File: src/rtl/jtkicker_gfxrom.sv
// rtl/jtkicker_gfxrom.sv - two-slot (scroll/object) 32-bit graphics ROM cache over a 16-bit SDRAM port
// Each slot holds one 32-bit word; misses are fetched as two SDRAM beats with alternating priority.
module jtkicker_gfxrom #(
  parameter logic [21:0] SCR_OFFSET = 22'h00000,
  parameter logic [21:0] OBJ_OFFSET = 22'h04000
) (
  input  logic        clk,
  input  logic        rstn,
  input  logic [12:0] scr_addr,
  output logic [31:0] scr_data,
  output logic        scr_ok,
  input  logic        obj_cs,
  input  logic [13:0] obj_addr,
  output logic [31:0] obj_data,
  output logic        obj_ok,
  output logic [21:0] sdram_addr,
  output logic        sdram_req,
  input  logic        sdram_ack,
  input  logic        sdram_dok,
  input  logic [15:0] sdram_din
);

  typedef enum logic [1:0] {IDLE, WAIT_ACK, BEAT0, BEAT1} state_t;

  state_t      r_state, w_next;
  logic [12:0] r_scr_tag;
  logic [31:0] r_scr_data;
  logic        r_scr_valid;
  logic [13:0] r_obj_tag;
  logic [31:0] r_obj_data;
  logic        r_obj_valid;
  logic        r_last_obj;
  logic        r_fetch_obj;
  logic [13:0] r_fetch_addr;
  logic [15:0] r_low;
  logic        r_req;
  logic [21:0] r_addr;

  logic        w_scr_pend, w_obj_pend, w_grant_obj;
  logic [21:0] w_scr_sdram, w_obj_sdram;

  assign scr_ok     = r_scr_valid & (r_scr_tag == scr_addr);
  assign obj_ok     = obj_cs & r_obj_valid & (r_obj_tag == obj_addr);
  assign scr_data   = r_scr_data;
  assign obj_data   = r_obj_data;
  assign sdram_req  = r_req;
  assign sdram_addr = r_addr;

  assign w_scr_pend  = ~scr_ok;
  assign w_obj_pend  = obj_cs & ~obj_ok;
  // obj only takes priority when scroll had the previous grant
  assign w_grant_obj = w_obj_pend & (~w_scr_pend | ~r_last_obj);
  assign w_scr_sdram = SCR_OFFSET + {8'd0, scr_addr, 1'b0};
  assign w_obj_sdram = OBJ_OFFSET + {7'd0, obj_addr, 1'b0};

  always_comb begin
    w_next = r_state;
    case (r_state)
      IDLE:     if (w_scr_pend | w_obj_pend) w_next = WAIT_ACK;
      WAIT_ACK: if (sdram_ack) w_next = BEAT0;
      BEAT0:    if (sdram_dok) w_next = BEAT1;
      BEAT1:    if (sdram_dok) w_next = IDLE;
      default:  w_next = IDLE;
    endcase
  end

  always_ff @(posedge clk or negedge rstn) begin
    if (!rstn) r_state <= IDLE;
    else       r_state <= w_next;
  end

  always_ff @(posedge clk or negedge rstn) begin
    if (!rstn) begin
      r_scr_tag    <= '0;
      r_scr_data   <= '0;
      r_scr_valid  <= 1'b0;
      r_obj_tag    <= '0;
      r_obj_data   <= '0;
      r_obj_valid  <= 1'b0;
      r_last_obj   <= 1'b1;
      r_fetch_obj  <= 1'b0;
      r_fetch_addr <= '0;
      r_low        <= '0;
      r_req        <= 1'b0;
      r_addr       <= '0;
    end else begin
      case (r_state)
        IDLE: if (w_scr_pend | w_obj_pend) begin
          r_fetch_obj  <= w_grant_obj;
          r_last_obj   <= w_grant_obj;
          r_fetch_addr <= w_grant_obj ? obj_addr : {1'b0, scr_addr};
          r_req        <= 1'b1;
          r_addr       <= w_grant_obj ? w_obj_sdram : w_scr_sdram;
        end
        WAIT_ACK: if (sdram_ack) r_req <= 1'b0;
        BEAT0:    if (sdram_dok) r_low <= sdram_din;
        BEAT1: if (sdram_dok) begin
          // stored under the fetch tag even if the client has moved on
          if (r_fetch_obj) begin
            r_obj_data  <= {sdram_din, r_low};
            r_obj_tag   <= r_fetch_addr;
            r_obj_valid <= 1'b1;
          end else begin
            r_scr_data  <= {sdram_din, r_low};
            r_scr_tag   <= r_fetch_addr[12:0];
            r_scr_valid <= 1'b1;
          end
        end
        default: ;
      endcase
    end
  end

endmodule

File: config.mk
export PLATFORM = sky130hd
export DESIGN_NAME = jtkicker_gfxrom
export DESIGN_NICKNAME = d
export VERILOG_FILES = /design/src/rtl/jtkicker_gfxrom.sv
export SDC_FILE = /design/constraint.sdc
export NUM_CORES = 1
export LEC_CHECK = 0
export BUFFER_PORTS_ARGS = -buffer_cell sky130_fd_sc_hd__buf_2
export CAP_MARGIN = 20
export CELL_PAD_IN_SITES_DETAIL_PLACEMENT = 0
export CELL_PAD_IN_SITES_GLOBAL_PLACEMENT = 1
export CORE_MARGIN = 2
export CORE_UTILIZATION = 30
export DETAILED_ROUTE_END_ITERATION = 16
export PLACE_DENSITY = 0.58
export SYNTH_ARGS = -nofsm -noshare
export SYNTH_HDL_FRONTEND = slang
export SYNTH_SLANG_ARGS = --single-unit
File: constraint.sdc
create_clock -name clk -period 2.83 [get_ports clk]
set_input_delay 0.849 -clock clk [delete_from_list [all_inputs] [get_ports clk]]
set_output_delay 0.849 -clock clk [all_outputs]
set_load 0.1 [all_outputs]
# After elaboration in Yosys (flattened, before gate mapping)
# Cells that the tools add are included.
op_classes:
  bitwise: 11
  mux: 10
  n_addsub: 1
  reduce_logical: 8
  eq_ne: 9
op_table:
  columns: ["operator", "count"]
  rows:
  - ["$add A15 B15 Y16 const A", 1]
  - ["$mux W16", 1]
  - ["$eq A14 B14 Y1", 1]
  - ["$mux W14", 1]
  - ["$eq A13 B13 Y1", 1]
  - ["$reduce_and A3 Y1", 3]
  - ["$mux W2", 4]
  - ["$ne A2 B2 Y1 const B", 4]
  - ["$pmux W2 S4", 1]
  - ["$and A1 B1 Y1", 5]
  - ["$eq A2 B2 Y1 const B", 2]
  - ["$not A1 Y1", 4]
  - ["$reduce_and A2 Y1", 2]
  - ["$reduce_and A4 Y1", 1]
  - ["$eq A2 B1 Y1 const B", 1]
  - ["$logic_not A2 Y1", 1]
  - ["$mux W1", 2]
  - ["$or A1 B1 Y1", 2]
  - ["$pmux W1 S2", 1]
  - ["$reduce_bool A2 Y1", 1]
totals:
  output_inout_bits: 89
  inputBits: 48
  elab_cells: 52
  register_bits: 150

# Depth between registers and ports, before layout
depth:
  ltp_word: 7
  mapped_depth: 7
  mapped_depth_nobuf: 6

# Least setup slack after synthesis
# Ideal clock, no wire load.
synth_path:
  path_kind: "input -> output"
  startpoint: "in obj_addr[13]"
  endpoint: "out obj_ok"
  slack_ns: -1.614
  n_path_buf: 0
  stages: 3
  arrival_time_ns: 3.595
  required_time_ns: 1.981
  path_cell_list: "xor2_1 or4_1 nor3_1"
synth_via:
  elab_chain_cells: 2
synth_lines:
  columns: ["element", "line", "text"]
  rows:
  - ["from (decl)", "13", "input logic [13:0] obj_addr,"]
  - ["$eq A14 B14 Y1", "43", "assign obj_ok = obj_cs & r_obj_valid & (r_obj_tag == obj_addr);"]
  - ["$and A1 B1 Y1", "43", null]
  - ["to (decl)", "15", "output logic obj_ok,"]
# No other way between the ends.

# Final worst setup path
layout_path:
  startpoint: "in scr_addr[3]"
  endpoint: "out scr_ok"
layout_via:
  elab_chain_cells: 2
layout_lines:
  columns: ["element", "line", "text"]
  rows:
  - ["from (decl)", "9", "input logic [12:0] scr_addr,"]
  - ["$eq A13 B13 Y1", "42", "assign scr_ok = r_scr_valid & (r_scr_tag == scr_addr);"]
  - ["$and A1 B1 Y1", "42", null]
  - ["to (decl)", "11", "output logic scr_ok,"]
# No other way between the ends.

==> results.ini <==
[worst_setup_path]
worst-path-stages = 5
crit_fanout = 2
path_cells = buf_8 -> xor2_2 -> or4_4 -> nor4_4 -> buf_12
endpoint_kind = primary output
crit_required_ns = 1.98
cp-start-kind = input port
path_buf_inv = 2
cpLargestDelayFamily = simple AND/OR/NAND/NOR gates
ff2ff_path_depth = 7
worst-setup-path-type = input port to primary output
critPathArrivalTime_ns = 2.25
cp_slowest_stage_delay_ns = 0.56
crit_slowest_cell = or4_4

[timing]
hold_violations = 0
rsz0062_at_grt = yes
setup_viol = 2
max_clock_freq_mhz = 323.2
period_minus_slack_ns = 3.094
fin_skew_ns = 0.008871
fin_crit_sh_pct = 109.3
setup_slack_ns = -0.2645
drv_slew = 0
tns_ns = -0.3153
slew_headroom_pct = 49.50
tightest_slew_ns = 0.7575

[cts]
cts_sinks = 129
h-tree-depth = 4
cts_tree = built
clk_latency_ns = 0.40
clockBufferDepth = 2
path_clk_slew_ns = 0.06
clockRootBuffer = clkbuf_16
cts_buffers = 17
holdBufCountCts = 0

[layout]
syn2layout_area_growth_pct = 35.54
drive_gt1_share_pct = 61.57
antennaDiodeCount = 0
nets = 589
nFillCells = 1726

[detailed_routing]
routed_wl_um = 12900
vias = 3514
firstDrtPassIters = 4
drt_iter0_drc = 102
postRouteAntennaNets = 0
routedWlPerCell_um = 16.58
viasPerCell = 4.517
drc = 0

[global_route]
grt_max_degree = 130
grt_pass1_vias = 3913
grt_pass1_wl_um = 21110
antenna_found_initial = 0
grtUsageTotal_pct = 14.04
overflow = 0

[die]
core_area_sq_um = 17840
io_pins = 137
design.die.area_sq_um = 19140
num_rows = 49
start_util_pct = 30.35
die_w_um = 138.3
dieHeight_um = 138.3

[job]
max_cap_viol_count = 0

[yosys]
synth_top_family_by_area = multiplexers
synthesis.area_sq_um = 5414
synth_cell_types = 41
synthFlopType = dfrtp_1
synth_top_cell_by_area = dfrtp_1
seq_area_frac_synth_pct = 59.65
ys_seq_elements = 129
synthSimpleGateAreaFrac_pct = 5.292
ys_top_cells_by_area = dfrtp_1 (59%), mux2_2 (22%), xor2_1 (3.7%)
ys_warn_count = 0
syn_inst = 369
synthAdderAreaFrac_pct = 0.9244
synth_edf_count = 0
avgSynthCellArea_sq_um = 14.67
async_reset_ff_share_pct = 100.0
synth-compound-area-share_pct = 4.853
synth_xor_area_share_pct = 4.368
synth_mux_area_share_pct = 22.32
synth_top_area_share_pct = 59.16

[placed_design]
place.gp.congestion = 0.7747
port_buffers = 129
hpwl_um = 8743

[hold_path]
hp-class = flop to flop
hold_depth = 1

[outcome]
status = complete, but fails checks
failed_checks = negative setup slack

==> layout make-up <==
type	instances	area, sq um	share of cell area, %
clock buffers	19	452.9	6.172
clock inverters	12	135.1	1.841
inverters	8	30.03	0.4092
multi-input cells	217	2185	29.77
flip-flops and latches	129	3229	44.01
well taps	229	286.5	3.905
repair buffers	164	1020	13.90
==> metrics by stage <==
stage          cells  hold slack, ns  cell area (sq um)  util [%]  setup slack [ns]
5_1_grt          778          0.4993               7338     41.13           -0.2866
4_1_cts          776          0.4778               7284     40.83           -0.2617
6_report         778          0.4700               7338     41.13           -0.2645
2_1_floorplan    375          0.4346               5463         -           -0.6751
3_5_place_dp     743          0.4596               6584     36.90           -0.3215
3_3_place_gp     743          0.4579               6584     36.90           -0.2962
==> layer usage <==
| metal | up-vias | GRT usage, % | share of wire (%) |
|---|---|---|---|
| li1 | 1633 | - | - |
| met4 | 0 | 4.780 | 1.3 |
| met1 | 1776 | 17.17 | 44 |
| met5 | - | 0 | 0 |
| met2 | 95 | 22.62 | 47 |
| met3 | 10 | 5.681 | 6.9 |
==> cell usage after synthesis, types with 2 or more instances <==
cell type / instances
o221a_2: 13
buf_4: 7
nand2b_1: 15
dfrtp_1: 128
nor4_1: 4
ha_1: 4
clkbuf_1: 11
or4_4: 2
xnor2_1: 4
mux2_2: 106
buf_1: 2
nor3_1: 2
inv_1: 8
a21o_1: 2
nand2_1: 8
nand4_1: 3
o21ai_0: 3
xor2_1: 23
or4_1: 2
==> logic make-up (layout without fill, tap and decap cells) <==
family	Yosys count	count (layout)
DFF	129	129
muxes	107	107
and+or+nand+nor	44	44
buffers and inverters	29	203
AOI/OAI and AO/OA	28	28
xor gates and xnor gates	27	27
adders and majority gates	4	4
other	1	7
==> registers in the layout, summed over array words and instances, names as in the netlist <==
register,cells
sdram_addr,2
obj_data,32
r_low,16
r_state,2
r_scr_tag,13
r_scr_valid,1
r_fetch_obj,1
r_fetch_addr,13
sdram_req,1
scr_data,32
r_obj_valid,1
r_last_obj,1
r_obj_tag,14
==> final timing paths <==
kind                              startpoint               end  slack [ns]
max in group asynchronous               rstn       obj_data[3]        1.70
worst min-delay path             r_obj_valid       r_obj_valid        0.47
worst max-delay path             scr_addr[3]            scr_ok       -0.26
worst min register to register   r_obj_valid       r_obj_valid        0.47
worst max register to register  r_scr_tag[3]        r_state[1]        0.37
min in group asynchronous               rstn  r_fetch_addr[10]        0.49
==> placed cells by master, fill, tap and decap left out, types with 2 or more instances in the layout <==
cell type,count
or4_4,4
inv_1,8
o21ai_0,3
xor2_2,11
clkbuf_8,2
dfrtp_1,128
buf_12,4
buf_6,7
nand2_1,7
clkinv_2,2
clkinv_4,3
ha_1,4
o221a_2,13
a21o_1,2
nor4_1,4
mux2_2,106
clkinvlp_4,4
nand4_1,3
buf_2,118
buf_4,34
conb_1,7
bufinv_16,2
xnor2_1,4
nand2b_1,15
xor2_1,12
clkbuf_16,17
==> worst register-to-register path, stage by stage, from the launching register on <==
cell and delay [ns]:
dfrtp_1 0.41, xor2_2 0.20, or4_4 0.56, nor4_4 0.37, buf_4 0.17, a21boi_2 0.23, a21oi_2 0.10, mux2_4 0.30
==> timing repair <==
action                     CTS  global route
setup endpoints to repair    2             2
resized for setup           17             8
setup buffers                2             2
hold endpoints to repair     0             0
pin swaps                   14             6
Power is not shown: default switching activity piles up to over one toggle a cycle in this logic, so the estimate is an artifact.
